`config.mk`:
```
export PLATFORM = sky130hd
export DESIGN_NAME = transmitter_control_unit
export DESIGN_NICKNAME = d
export VERILOG_FILES = /design/src/rtl/transmitter_control_unit.sv
export SDC_FILE = /design/constraint.sdc
export NUM_CORES = 1
export LEC_CHECK = 0
export ABC_AREA = 1
export BUFFER_PORTS_ARGS = -buffer_cell sky130_fd_sc_hd__buf_2
export CORE_UTILIZATION = 43
export CTS_CLUSTER_SIZE = 10
export DETAILED_ROUTE_END_ITERATION = 8
export PLACE_DENSITY_LB_ADDON = 0.15
export SYNTH_ARGS = -nofsm -noshare
export SYNTH_HDL_FRONTEND = slang
export SYNTH_SLANG_ARGS = --single-unit
```
`constraint.sdc`:
```
create_clock -name i_clock -period 3.8 [get_ports i_clock]
set_input_delay 0.76 -clock i_clock [delete_from_list [all_inputs] [get_ports i_clock]]
set_output_delay 0.76 -clock i_clock [all_outputs]
set_load 0.01 [all_outputs]
```
`src/rtl/transmitter_control_unit.sv`:
```
`timescale 1ns / 1ps
// -----------------------------------------------------------------------------
// transmitter_control_unit
//
// Purpose
//   Control unit for a UART transmit datapath. Sequences an external transmit
//   shift register (load, shift) and builds the serial frame:
//   start bit, DATA_WIDTH data bits LSB-first, optional parity bit, and
//   STOP_BITS stop bits. Owns the baud-rate bit timer and the valid/ready
//   handshake with the upstream byte source.
//
// Parameters
//   DATA_WIDTH    data bits per frame, equal to the shift register width (>=1)
//   CLKS_PER_BIT  i_clock cycles per serial bit (>=2)
//   PARITY_EN     1 = parity bit after the data bits, 0 = no parity bit
//   PARITY_ODD    0 = even parity, 1 = odd parity (unused when PARITY_EN=0)
//   STOP_BITS     number of stop bits, 1 or 2
//
// Ports
//   i_clock         in   system clock, rising edge
//   i_async_resetL  in   asynchronous active-low reset
//   i_tx_valid      in   upstream byte available on the shift register load bus
//   o_tx_ready      out  controller idle, accepts a byte this cycle
//   o_ld_en         out  load strobe to the shift register
//   o_shift_en      out  shift strobe to the shift register
//   i_shift_out     in   shift register bit 0 (current data bit)
//   o_tx            out  serial line, idle high
//   o_busy          out  frame in progress
//   o_done          out  one-cycle pulse on the final clock of the last stop bit
// -----------------------------------------------------------------------------
module transmitter_control_unit #(
   parameter int DATA_WIDTH   = 8,
   parameter int CLKS_PER_BIT = 16,
   parameter int PARITY_EN    = 1,
   parameter int PARITY_ODD   = 0,
   parameter int STOP_BITS    = 1
) (
   input  logic i_clock,
   input  logic i_async_resetL,
   input  logic i_tx_valid,
   output logic o_tx_ready,
   output logic o_ld_en,
   output logic o_shift_en,
   input  logic i_shift_out,
   output logic o_tx,
   output logic o_busy,
   output logic o_done
);

   localparam int TIMER_W = (CLKS_PER_BIT > 2) ? $clog2(CLKS_PER_BIT) : 1;
   localparam int INDEX_W = $clog2(DATA_WIDTH + 1);

   localparam logic [TIMER_W-1:0] TIMER_MAX = TIMER_W'(CLKS_PER_BIT - 1);
   localparam logic [INDEX_W-1:0] LAST_DATA = INDEX_W'(DATA_WIDTH - 1);
   // The bit index is reused to count stop bits; STOP_BITS <= 2 always fits.
   localparam logic [INDEX_W-1:0] LAST_STOP = INDEX_W'(STOP_BITS - 1);

   localparam logic PARITY_INV = (PARITY_ODD != 0);
   localparam bit   HAS_PARITY = (PARITY_EN != 0);

   typedef enum logic [2:0] {
      S_IDLE   = 3'd0,
      S_START  = 3'd1,
      S_DATA   = 3'd2,
      S_PARITY = 3'd3,
      S_STOP   = 3'd4
   } state_t;

   state_t              r_state;
   state_t              w_state_nxt;
   logic [TIMER_W-1:0]  r_bit_timer;
   logic [TIMER_W-1:0]  w_bit_timer_nxt;
   logic [INDEX_W-1:0]  r_bit_idx;
   logic [INDEX_W-1:0]  w_bit_idx_nxt;
   logic                r_parity;
   logic                w_parity_nxt;
   logic                w_bit_end;

   assign w_bit_end = (r_bit_timer == TIMER_MAX);

   // ---------------------------------------------------------------------------
   // State and counter registers
   // ---------------------------------------------------------------------------
   // NOTE: sequential state uses non-blocking assignments so every register
   // samples the pre-edge values computed by the combinational process.
   always_ff @(posedge i_clock or negedge i_async_resetL) begin
      if (!i_async_resetL) begin
         r_state     <= S_IDLE;
         r_bit_timer <= '0;
         r_bit_idx   <= '0;
         r_parity    <= 1'b0;
      end else begin
         r_state     <= w_state_nxt;
         r_bit_timer <= w_bit_timer_nxt;
         r_bit_idx   <= w_bit_idx_nxt;
         r_parity    <= w_parity_nxt;
      end
   end

   // ---------------------------------------------------------------------------
   // Next-state and strobe logic
   // ---------------------------------------------------------------------------
   // NOTE: every signal driven here gets a default first, so no path through
   // the case statement can leave one unassigned and infer a latch.
   always_comb begin
      w_state_nxt     = r_state;
      w_bit_timer_nxt = r_bit_timer + 1'b1;
      w_bit_idx_nxt   = r_bit_idx;
      w_parity_nxt    = r_parity;
      o_ld_en         = 1'b0;
      o_shift_en      = 1'b0;
      o_done          = 1'b0;

      case (r_state)
         S_IDLE: begin
            w_bit_timer_nxt = '0;
            w_bit_idx_nxt   = '0;
            // Load and transfer happen on the same edge, so the shift
            // register holds the byte when START begins.
            if (i_tx_valid) begin
               o_ld_en      = 1'b1;
               w_parity_nxt = 1'b0;
               w_state_nxt  = S_START;
            end
         end

         S_START: begin
            if (w_bit_end) begin
               w_bit_timer_nxt = '0;
               w_state_nxt     = S_DATA;
            end
         end

         S_DATA: begin
            if (w_bit_end) begin
               // The bit on i_shift_out is the one just sent; fold it into
               // parity before the shift replaces it.
               o_shift_en      = 1'b1;
               w_parity_nxt    = r_parity ^ i_shift_out;
               w_bit_timer_nxt = '0;
               if (r_bit_idx == LAST_DATA) begin
                  w_bit_idx_nxt = '0;
                  w_state_nxt   = HAS_PARITY ? S_PARITY : S_STOP;
               end else begin
                  w_bit_idx_nxt = r_bit_idx + 1'b1;
               end
            end
         end

         S_PARITY: begin
            if (w_bit_end) begin
               w_bit_timer_nxt = '0;
               w_state_nxt     = S_STOP;
            end
         end

         S_STOP: begin
            if (w_bit_end) begin
               w_bit_timer_nxt = '0;
               if (r_bit_idx == LAST_STOP) begin
                  o_done        = 1'b1;
                  w_bit_idx_nxt = '0;
                  w_state_nxt   = S_IDLE;
               end else begin
                  w_bit_idx_nxt = r_bit_idx + 1'b1;
               end
            end
         end

         default: begin
            w_bit_timer_nxt = '0;
            w_bit_idx_nxt   = '0;
            w_state_nxt     = S_IDLE;
         end
      endcase
   end

   // ---------------------------------------------------------------------------
   // Serial line and status outputs
   // ---------------------------------------------------------------------------
   always_comb begin
      o_tx = 1'b1;
      case (r_state)
         S_START:  o_tx = 1'b0;
         S_DATA:   o_tx = i_shift_out;
         S_PARITY: o_tx = r_parity ^ PARITY_INV;
         default:  o_tx = 1'b1;
      endcase
   end

   assign o_tx_ready = (r_state == S_IDLE);
   assign o_busy     = (r_state != S_IDLE);

endmodule
```
==> Word level (Yosys, flattened, before mapping) <==
Cells that the tools add are included.
{ "classes": {"add_sub_neg": 2, "eq_ne": 13, "muxes": 26, "n_bitwise": 2, "n_reduce_logical": 9} }
{ "ops": {"columns": ["cell", "n"], "rows": [
  ["$mux 4", 6],
  ["$mux 3", 7],
  ["$pmux 3 s5", 1],
  ["$ne 2x2->1 const B", 7],
  ["$pmux 4 s3", 1],
  ["$mux 1", 9],
  ["$add 4x1->4 const B", 2],
  ["$reduce_and 7->1", 1],
  ["$eq 3x2->1 const B", 2],
  ["$reduce_and 3->1", 2],
  ["$eq 4x3->1 const B", 1],
  ["$eq 4x4->1 const B", 1],
  ["$logic_not 4->1", 1],
  ["$reduce_or 4->1", 1],
  ["$eq 3x1->1 const B", 1],
  ["$eq 3x3->1 const B", 1],
  ["$logic_not 3->1", 1],
  ["$pmux 1 s3", 1],
  ["$reduce_bool 3->1", 1],
  ["$pmux 1 s2", 1],
  ["$reduce_bool 2->1", 1],
  ["$reduce_or 2->1", 1],
  ["$not 1->1", 1],
  ["$xor 1x1->1", 1]
]} }
{ "word_totals": {"register_bits": 12, "inputBits": 4, "output_inout_bits": 6} }

==> Logic depth before layout (Yosys ltp) <==
Gate-level depths: netlist of run 1.
{ "depth": {"ltp_word": 4, "depth_mapped": 8, "depth_no_buf": 8} }

==> Worst setup path before layout of run 1 <==
Ideal clock, no wire load.
{ "synth_path": {"path_kind": "register to output", "startpoint": "register r_bit_timer[0]", "endpoint": "output port o_done", "arrival_ps": 997, "path_slack_ps": 2043, "stages_incl_launch_ff": 4, "n_path_buf": 0, "cell_sequence": "dfrtp_1 -> ha_1 -> nand3_4 -> nor3_1"} }
{ "synth_between": {"elab_chain_len": 3} }
{ "synth_lines": {"columns": ["item", "line_no", "source"], "rows": [
  ["start: declaration", "71", "logic [TIMER_W-1:0] r_bit_timer;"],
  ["start signal: assignment", "94", "r_bit_timer <= w_bit_timer_nxt;"],
  ["$eq 4x4->1", "79", "assign w_bit_end = (r_bit_timer == TIMER_MAX);"],
  ["$mux 1", "158", "if (w_bit_end) begin"],
  ["$mux 1", "114", "case (r_state)"],
  ["end: declaration", "47", "output logic o_done"]
]} }
Every way passes these cells.

==> Final worst setup path of run 1 <==
{ "layout_path": {"startpoint": "register r_state[2]", "endpoint": "output port o_tx"} }
{ "layout_between": {"elab_chain_len": 2} }
{ "layout_lines": {"columns": ["item", "line_no", "source"], "rows": [
  ["start: declaration", "69", "state_t r_state;"],
  ["start signal: assignment", "93", "r_state <= w_state_nxt;"],
  ["$eq 3x2->1 / $eq 3x1->1 (equally long branches)", "183", "case (r_state)"],
  ["$pmux 1 s3 (*)", "183", null],
  ["end: declaration", "45", "output logic o_tx,"]
]} }
Every way passes the cells marked *; elsewhere a longest branch is shown, timed or not.

==> results.cfg, run 1 <==
[power]
total_power_mw = 0.6394
cellInternalPower_mw = 0.3397
p_leak_nw = 0.5066
pwr-share-seq_pct = 31.7
peakVddDrop_v = 0.0003085
clkPwrFrac_pct = 15.9
switching_share_pct = 46.87
comb_power_share_pct = 52.4
p_sw_mw = 0.2997
power_density_nw_per_um2 = 693.4

[critical_path]
ff2ff_setup_slack_ps = 2400
crit_path_end = o_tx
startpoint_type = flip-flop
arrival_ps = 1420
worstSetupEndpointType = output pin
crit_fanout = 6
crit_cells = 6
crit_start = r_state[2]
r2r_cells = 8
crit_chain = inv_1 -> nand2_1 -> nor2_1 -> nand2_1 -> nand3_1 -> buf_2
cp.required_ps = 3040
path_class = flip-flop to output pin
cp_num_buf_inv = 2
slowest_stage = dfrtp_1
critical_path.most_common_cell = nand2_1
rr_endpoint = r_state[0]
critPathMaxStageDelay_ps = 460
r2r-start = r_bit_idx[0]
crit_family = flip-flops

[synth]
syn-cell-area_um2 = 809.5
synth-seq-cells = 12
syn_area_per_cell_um2 = 7.637
synthDistinctLibCells = 22
seq_area_frac_synth_pct = 37.09
syn_inst = 106
yosys_warnings = 0
syn_nets = 113

[clocking]
hold_buffers = 0
clkTransAtPathRegs_ps = 70
tritoncts = yes
post-cts-setup-buffers = 0
clock_latency_ps = 270
cts_buffer_depth = 2
cts_max_level = 1
clock-sinks = 12
cts_buffers = 3
cts.repair.resized = 0
root_buffer = clkbuf_4

[cells_and_area]
layout_commonest_cell = nand2_1
final_cell_mix = nand2_1 (26), inv_1 (13), nand3_1 (13)
layout.nets = 127
synthToLayoutAreaGrowth_pct = 13.91
n_antenna_cell = 0
fillers = 182
drive_above_1_share_pct = 28.57

[floorplanning]
rows = 15
start_util_pct = 46.38
die_w_um = 45.39
die-area_um2 = 2060
die_h_um = 45.39
io_pins = 10
core_area_um2 = 1745

[sta]
fin_skew_ps = 1.648
fmax_mhz = 459.0
finalCriticalPeriod_ps = 2179
setup_viol = 0
hold_viol_final = 0
final_max_slew_viol_count = 0
worst_slack_ps = 1621
rsz0062_at_grt = false
max_slew.worst_pin.slew_ps = 276.3
fin_crit_sh_pct = 57.33
finalHoldWorstSlack_ps = 348.0
timing.slew.headroom_pct = 81.58
tns_ps = 0

[drt]
drt.antenna.violating_nets = 0
totalWireLength_um = 1380
via_per_inst = 4.674
route.vias.total = 673
first_pass_iters = 4
route.detailed.wl_per_inst_um = 9.583
drc = 0
drt-initial-drc-count = 13

[grt]
grt_pass1_wl_um = 2553
grt_max_degree = 13
grt_pass1_vias = 629
grt_antenna_before_repair = 0
grt-ovfl-total = 0
grtUsageTotal_pct = 17.54

[outcome]
status = complete, no violations

[placement]
place_congestion = 0.7893
numPortBuffers = 9
hpwl_um = 1150
place_ws_ps = 1914

[min_path]
hold_class = input pin to asynchronous set/reset pin

[job]
max_cap_viol_count = 0
-- per-stage QoR --
| stage | util (%) | instances | area [µm²] |
|---|---|---|---|
| 2_1_floorplan | - | 106 | 809.5 |
| 3_3_place_gp | 50.75 | 140 | 885.9 |
| 3_5_place_dp | 50.75 | 140 | 885.9 |
| 4_1_cts | 52.83 | 144 | 922.1 |
| 5_1_grt | 52.83 | 144 | 922.1 |
| 6_report | 52.83 | 144 | 922.1 |
-- worst min path at each step --
stage / from / to / slack [ps] / cells past startpoint
after floorplan: r_bit_timer[0] / r_bit_timer[0] / 430 / 1
after global placement: r_bit_timer[0] / r_bit_timer[0] / 460 / 1
after global routing: i_async_resetL / r_state[2] / 360 / 1
final: i_async_resetL / r_state[2] / 350 / 1
after detailed placement: r_bit_timer[0] / r_bit_timer[0] / 460 / 1
after CTS: i_async_resetL / r_state[2] / 350 / 1
-- cell usage after synthesis --
cell type	number	area, µm²
nand2_4	2	22.52
nor3_1	1	5.000
nand3_4	1	17.52
ha_1	3	37.54
o21ai_1	1	5.000
a21oi_1	3	15.01
inv_4	1	6.260
nand2_2	4	25.02
xor2_1	2	17.52
nor2b_2	1	8.760
nor2_2	4	25.02
nand2_1	26	97.59
inv_2	3	11.26
dfrtp_1	12	300.3
nor2_1	8	30.03
a21boi_0	1	7.510
nand3_1	13	65.06
o21ai_0	1	5.000
nand3b_1	1	7.510
inv_1	13	48.80
nor2_4	3	33.78
o21ai_2	2	17.52
-- kinds of logic (layout without fill, tap and decap cells) --
family / count (synthesis) / after routing / share of synthesized area, %
flip-flops: 12 / 12 / 37.09
adder cells (fa/ha/maj): 3 / 3 / 4.637
AO/OA/AOI/OAI: 8 / 8 / 6.181
XOR/XNOR: 2 / 2 / 2.164
buffers and inverters: 17 / 30 / 8.192
AND/OR/NAND/NOR: 64 / 64 / 41.73
-- layer usage --
| metal | up-vias | wire length, µm | global-route usage (%) |
|---|---|---|---|
| li1 | 356 | - | - |
| met1 | 306 | 613 | 21.70 |
| met2 | 8 | 705 | 28.57 |
| met3 | 3 | 55 | 7.143 |
| met4 | 0 | 6 | 3.636 |
| met5 | - | 0 | 0 |
-- registers in the layout, indices dropped and copies added, names as in the netlist --
name / flops
r_bit_idx: 4
r_bit_timer: 4
r_state: 3
r_parity: 1
-- power by group through the flow --
stage / combinational (mW) / sequential [mW] / clock [mW]
after floorplan: 0.272 / 0.196 / 0
after global placement: 0.339 / 0.204 / 0
after detailed placement: 0.341 / 0.205 / 0
after CTS: 0.342 / 0.202 / 0.107
after global routing: 0.393 / 0.208 / 0.113
final: 0.335 / 0.203 / 0.102
-- cell type report --
| type | count | area (µm²) | area share (%) |
|---|---|---|---|
| Inverter | 17 | 66.31 | 7.191 |
| Tap cell | 25 | 31.28 | 3.392 |
| Timing Repair Buffer | 9 | 45.04 | 4.885 |
| Sequential cell | 12 | 300.3 | 32.56 |
| Multi-Input combinational cell | 77 | 442.9 | 48.03 |
| Clock buffer | 4 | 36.28 | 3.935 |
Power figures use the tool's default switching activity.
==> run 2: changes to the inputs <==
clock period = 1.8 ns   (was 3.8 ns; I/O delays follow)
==> run 2 against run 1 <==
Sequential cell count unchanged. Clock skew grew 7.6 ps. Largest power group unchanged. Die area is the same. Largest cell class unchanged. Clock power increased by 110%. Cell area increased by 6.6%. Wire length increased by 13%. Critical endpoint unchanged.
==> results.cfg, run 2 (synthesis results as in run 1) <==
[outcome]
status = complete, no violations

[clocking]
tritoncts = yes
clkTransAtPathRegs_ps = 90
clock_latency_ps = 270
clock-sinks = 12
root_buffer = clkbuf_4
cts_max_level = 1
cts_buffers = 3
cts_buffer_depth = 2

[power]
clkPwrFrac_pct = 14.8
p_leak_nw = 0.5270
power_density_nw_per_um2 = 1494
p_sw_mw = 0.7077
peakVddDrop_v = 0.0007570
pwr-share-seq_pct = 31.0
comb_power_share_pct = 54.2
switching_share_pct = 48.17
cellInternalPower_mw = 0.7616

[critical_path]
ff2ff_setup_slack_ps = 400
cp.required_ps = 1440
startpoint_type = flip-flop
worstSetupEndpointType = output pin
path_class = flip-flop to output pin
arrival_ps = 1360
rr_endpoint = r_state[1]
r2r_cells = 8
crit_start = r_state[0]
critPathMaxStageDelay_ps = 490
r2r-start = r_bit_idx[0]
crit_family = flip-flops
crit_fanout = 6
slowest_stage = dfrtp_2
crit_cells = 6
cp_num_buf_inv = 2
crit_chain = nor2_4 -> nand2_2 -> inv_1 -> nand2_1 -> nand3_1 -> buf_2

[sta]
timing.slew.headroom_pct = 81.23
finalCriticalPeriod_ps = 1717
hold_viol_final = 0
tns_ps = 0
fmax_mhz = 582.4
max_slew.worst_pin.slew_ps = 281.5
final_max_slew_viol_count = 0
setup_viol = 0
worst_slack_ps = 83.10
rsz0062_at_grt = true
fin_crit_sh_pct = 95.38
fin_skew_ps = 9.257
finalHoldWorstSlack_ps = 338.7

[floorplanning]
die-area_um2 = 2060
die_w_um = 45.39
start_util_pct = 46.38
rows = 15
core_area_um2 = 1745
io_pins = 10
die_h_um = 45.39

[cells_and_area]
synthToLayoutAreaGrowth_pct = 21.48
final_cell_mix = nand2_1 (24), nand3_1 (12), inv_1 (11)
layout_commonest_cell = nand2_1
fillers = 159
layout.nets = 129
n_antenna_cell = 0
top_regs = r_bit_idx x4, r_bit_timer x4, r_state x3
final_util_pct = 56.34
drive_above_1_share_pct = 39.67

[placement]
place_ws_ps = 336.1
numPortBuffers = 9
hpwl_um = 1163
place_congestion = 0.8028

[grt]
grt_pass1_vias = 625
grtUsageTotal_pct = 18.20
grt_max_degree = 13
grt_antenna_before_repair = 0
grt_pass1_wl_um = 2573
grt-ovfl-total = 0

[min_path]
hold_class = input pin to flip-flop
hold_path_startpoint = i_shift_out
hold_path_depth = 3
hold_end = r_parity

[drt]
via_per_inst = 4.740
totalWireLength_um = 1564
drc = 0
route.vias.total = 692
first_pass_iters = 4
drt.antenna.violating_nets = 0
route.detailed.wl_per_inst_um = 10.71
drt-initial-drc-count = 16

[job]
max_cap_viol_count = 0
[run 2: what timing repair did]
item | in CTS | in global routing
gates resized for setup | 0 | 16
endpoints found under the setup margin | 0 | 4
hold buffers | 1 | 0
setup buffers | 0 | 1
endpoints found under the hold margin | 12 | 0
[run 2: per-layer routing]
| layer | track usage (%) | wire length (µm) | up-vias |
|---|---|---|---|
| met2 | 27.43 | 805 | 4 |
| met5 | 0 | 0 | - |
| met1 | 21.95 | 708 | 327 |
| met3 | 6.349 | 35 | 2 |
| li1 | - | - | 359 |
| met4 | 11.52 | 15 | 0 |
[run 2: worst max path at each step]
stage | slack, ps | end
after CTS | 20 | o_done
final | 80 | o_tx
after detailed placement | 340 | o_done
after global placement | 350 | o_tx
after floorplan | 440 | o_done
after global routing | -10 | o_tx
[run 2: power by group through the flow]
stage               logic, mW  clock network [mW]  registers, mW
floorplan               0.575                   0          0.414
global placement        0.729                   0          0.428
detailed placement      0.725                   0          0.431
CTS                     0.732               0.229          0.425
global route            0.890               0.249          0.465
finish                  0.797               0.218          0.455
[run 2: final cells by class]
cell class	count	area [µm²]	area share (%)
inverters	17	66.31	6.743
multi-input cells	77	483.0	49.11
flip-flops and latches	12	304.0	30.92
well taps	25	31.28	3.181
repair buffers	11	62.56	6.361
clock buffers	4	36.28	3.690
[run 2: worst min-delay path, delay by kind of cell]
kind	cells	cell delay [ps]
and+or+nand+nor	1	60
AOI/OAI and AO/OA	1	60
buffers and inverters	1	110
[run 2: metrics by stage]
step | total power, mW | instances | cell area (µm²)
finish | 1.469 | 146 | 983.4
global route | 1.604 | 146 | 983.4
CTS | 1.386 | 145 | 932.1
detailed placement | 1.156 | 140 | 885.9
global placement | 1.158 | 140 | 885.9
floorplan | 0.9889 | 106 | 809.5
==> run 3: changes to the inputs <==
CTS_BUF_LIST = sky130_fd_sc_hd__clkbuf_16   (was not set)
==> run 3 against run 2 <==
The run now ends with hold timing left. Total power increased by 6.8%. Utilization down 0.50 points. Sequential power is 5.7% lower. Setup slack got worse by 1.6 ps.
==> results.cfg, run 3 (synthesis results as in run 1) <==
[clocking]
cts_max_level = 1
post-cts-setup-buffers = 0
clock-sinks = 12
cts_buffers = 3
root_buffer = clkbuf_16
hold_buffers = 0
clkTransAtPathRegs_ps = 50
clock_latency_ps = 240
tritoncts = yes
cts_buffer_depth = 2

[drt]
first_pass_iters = 4
drc = 0
via_per_inst = 4.729
drt.antenna.violating_nets = 0
drt-initial-drc-count = 14
route.detailed.wl_per_inst_um = 10.31
totalWireLength_um = 1485
route.vias.total = 681

[floorplanning]
io_pins = 10
core_area_um2 = 1745
rows = 15
start_util_pct = 46.38
die-area_um2 = 2060
die_w_um = 45.39
die_h_um = 45.39

[job]
max_cap_viol_count = 0

[placement]
dp.cells = 140
numPortBuffers = 9
hpwl_um = 1163
place_congestion = 0.8028

[outcome]
status = complete, but fails checks
violations = hold timing

[critical_path]
slowest_stage = dfrtp_1
crit_chain = inv_1 -> nand2_1 -> nor2_1 -> nand2_1 -> nand3_1 -> buf_2
critPathMaxStageDelay_ps = 450
arrival_ps = 1360
crit_fanout = 6
path_class = flip-flop to output pin
startpoint_type = flip-flop
worstSetupEndpointType = output pin
critical_path.most_common_cell = nand2_1
cp.required_ps = 1440

[cells_and_area]
layout_commonest_cell = nand2_1
final_util_pct = 55.84
synthToLayoutAreaGrowth_pct = 20.40
final_cell_mix = nand2_1 (26), inv_1 (13), nand3_1 (12), dfrtp_1 (12), buf_2 (9)
n_antenna_cell = 0
drive_above_1_share_pct = 29.41
layout.nets = 127
instances_no_fill = 144
top_regs = r_bit_idx x4, r_bit_timer x4, r_state x3

[sta]
final_max_slew_viol_count = 0
fin_crit_sh_pct = 95.47
max_slew.worst_pin.slew_ps = 294.3
setup_viol = 0
finalHoldWorstSlack_ps = -0.6647
fmax_mhz = 581.9
timing.slew.headroom_pct = 80.38
finalCriticalPeriod_ps = 1719
hold_viol_final = 2
fin_skew_ps = 3.844

[power]
power_density_nw_per_um2 = 1610
p_leak_nw = 0.5313
peakVddDrop_v = 0.0006483

[grt]
grtUsageTotal_pct = 17.41
grt-ovfl-total = 0
grt_pass1_vias = 627
grt_pass1_wl_um = 2546
grt_max_degree = 13
grt_antenna_before_repair = 0

[min_path]
hold_class = input pin to asynchronous set/reset pin
## run 3: changes by cell type in the layout (fill, tap and decap cells not counted), moves of 2 or more
cell and change:
nor2_1 +2, nor2_4 -2, inv_1 +2, inv_2 -2
clkbuf_16 +3, nand2_1 +2, dfrtp_1 +3, dfrtp_2 -3
ha_2 -2, clkbuf_4 -3, ha_1 +2
## run 3: final timing paths
check,from,endpoint,slack [ps],cells after the start
max in group asynchronous,i_async_resetL,r_bit_timer[3],1570,1
setup / recovery,r_state[2],o_tx,80,6
setup reg to reg,r_bit_idx[1],r_state[1],400,8
min in group i_clock,i_shift_out,r_parity,380,3
hold reg to reg,r_bit_timer[0],r_bit_timer[0],470,1
hold / removal,i_async_resetL,r_state[0],-0.7,1
## run 3: cell type report
class | count | area, µm²
Tap cell | 25 | 31.28
Clock inverter | 1 | 3.754
Clock buffer | 3 | 75.07
Timing Repair Buffer | 9 | 45.04
Multi-Input combinational cell | 77 | 452.9
Sequential cell | 12 | 300.3
Inverter | 17 | 66.31
Fill cell | 152 | 770.7
## run 3: power breakdown
group	total, mW	internal, mW	switching [mW]
Sequential	0.429	0.339	0.0892
Combinational	0.729	0.256	0.472
Clock	0.412	0.293	0.119
Total	1.57	0.889	0.680
## run 3: worst max-delay path: cells and delay by family (launching register included)
kind	cells	cell delay [ps]
AND/OR/NAND/NOR	4	440
buffers and inverters	2	230
flip-flops	1	450
## run 3: through the flow
| step | power, mW | area (µm²) | setup slack, ps | TNS, ps | hold WS [ps] |
|---|---|---|---|---|---|
| global placement | 1.158 | 885.9 | 346.2 | 0 | 253.8 |
| CTS | 1.575 | 964.7 | 75.67 | 0 | 8.886 |
| global route | 1.693 | 974.7 | -4.333 | -4.333 | 27.40 |
| floorplan | 0.9889 | 809.5 | 443.3 | 0 | 64.41 |
| finish | 1.569 | 974.7 | 81.46 | 0 | -0.6647 |
| detailed placement | 1.156 | 885.9 | 336.1 | 0 | 262.2 |
## run 3: timing repair
item / in CTS / in global routing
endpoints found under the setup margin: 0 / 1
resized for setup: 0 / 2
endpoints found under the hold margin: 0 / 0
## run 3: per-layer routing
layer	routed length, µm	track usage, %
met1	676	21.78
met3	77	5.159
met5	0	0
met4	10	7.879
met2	720	27.43
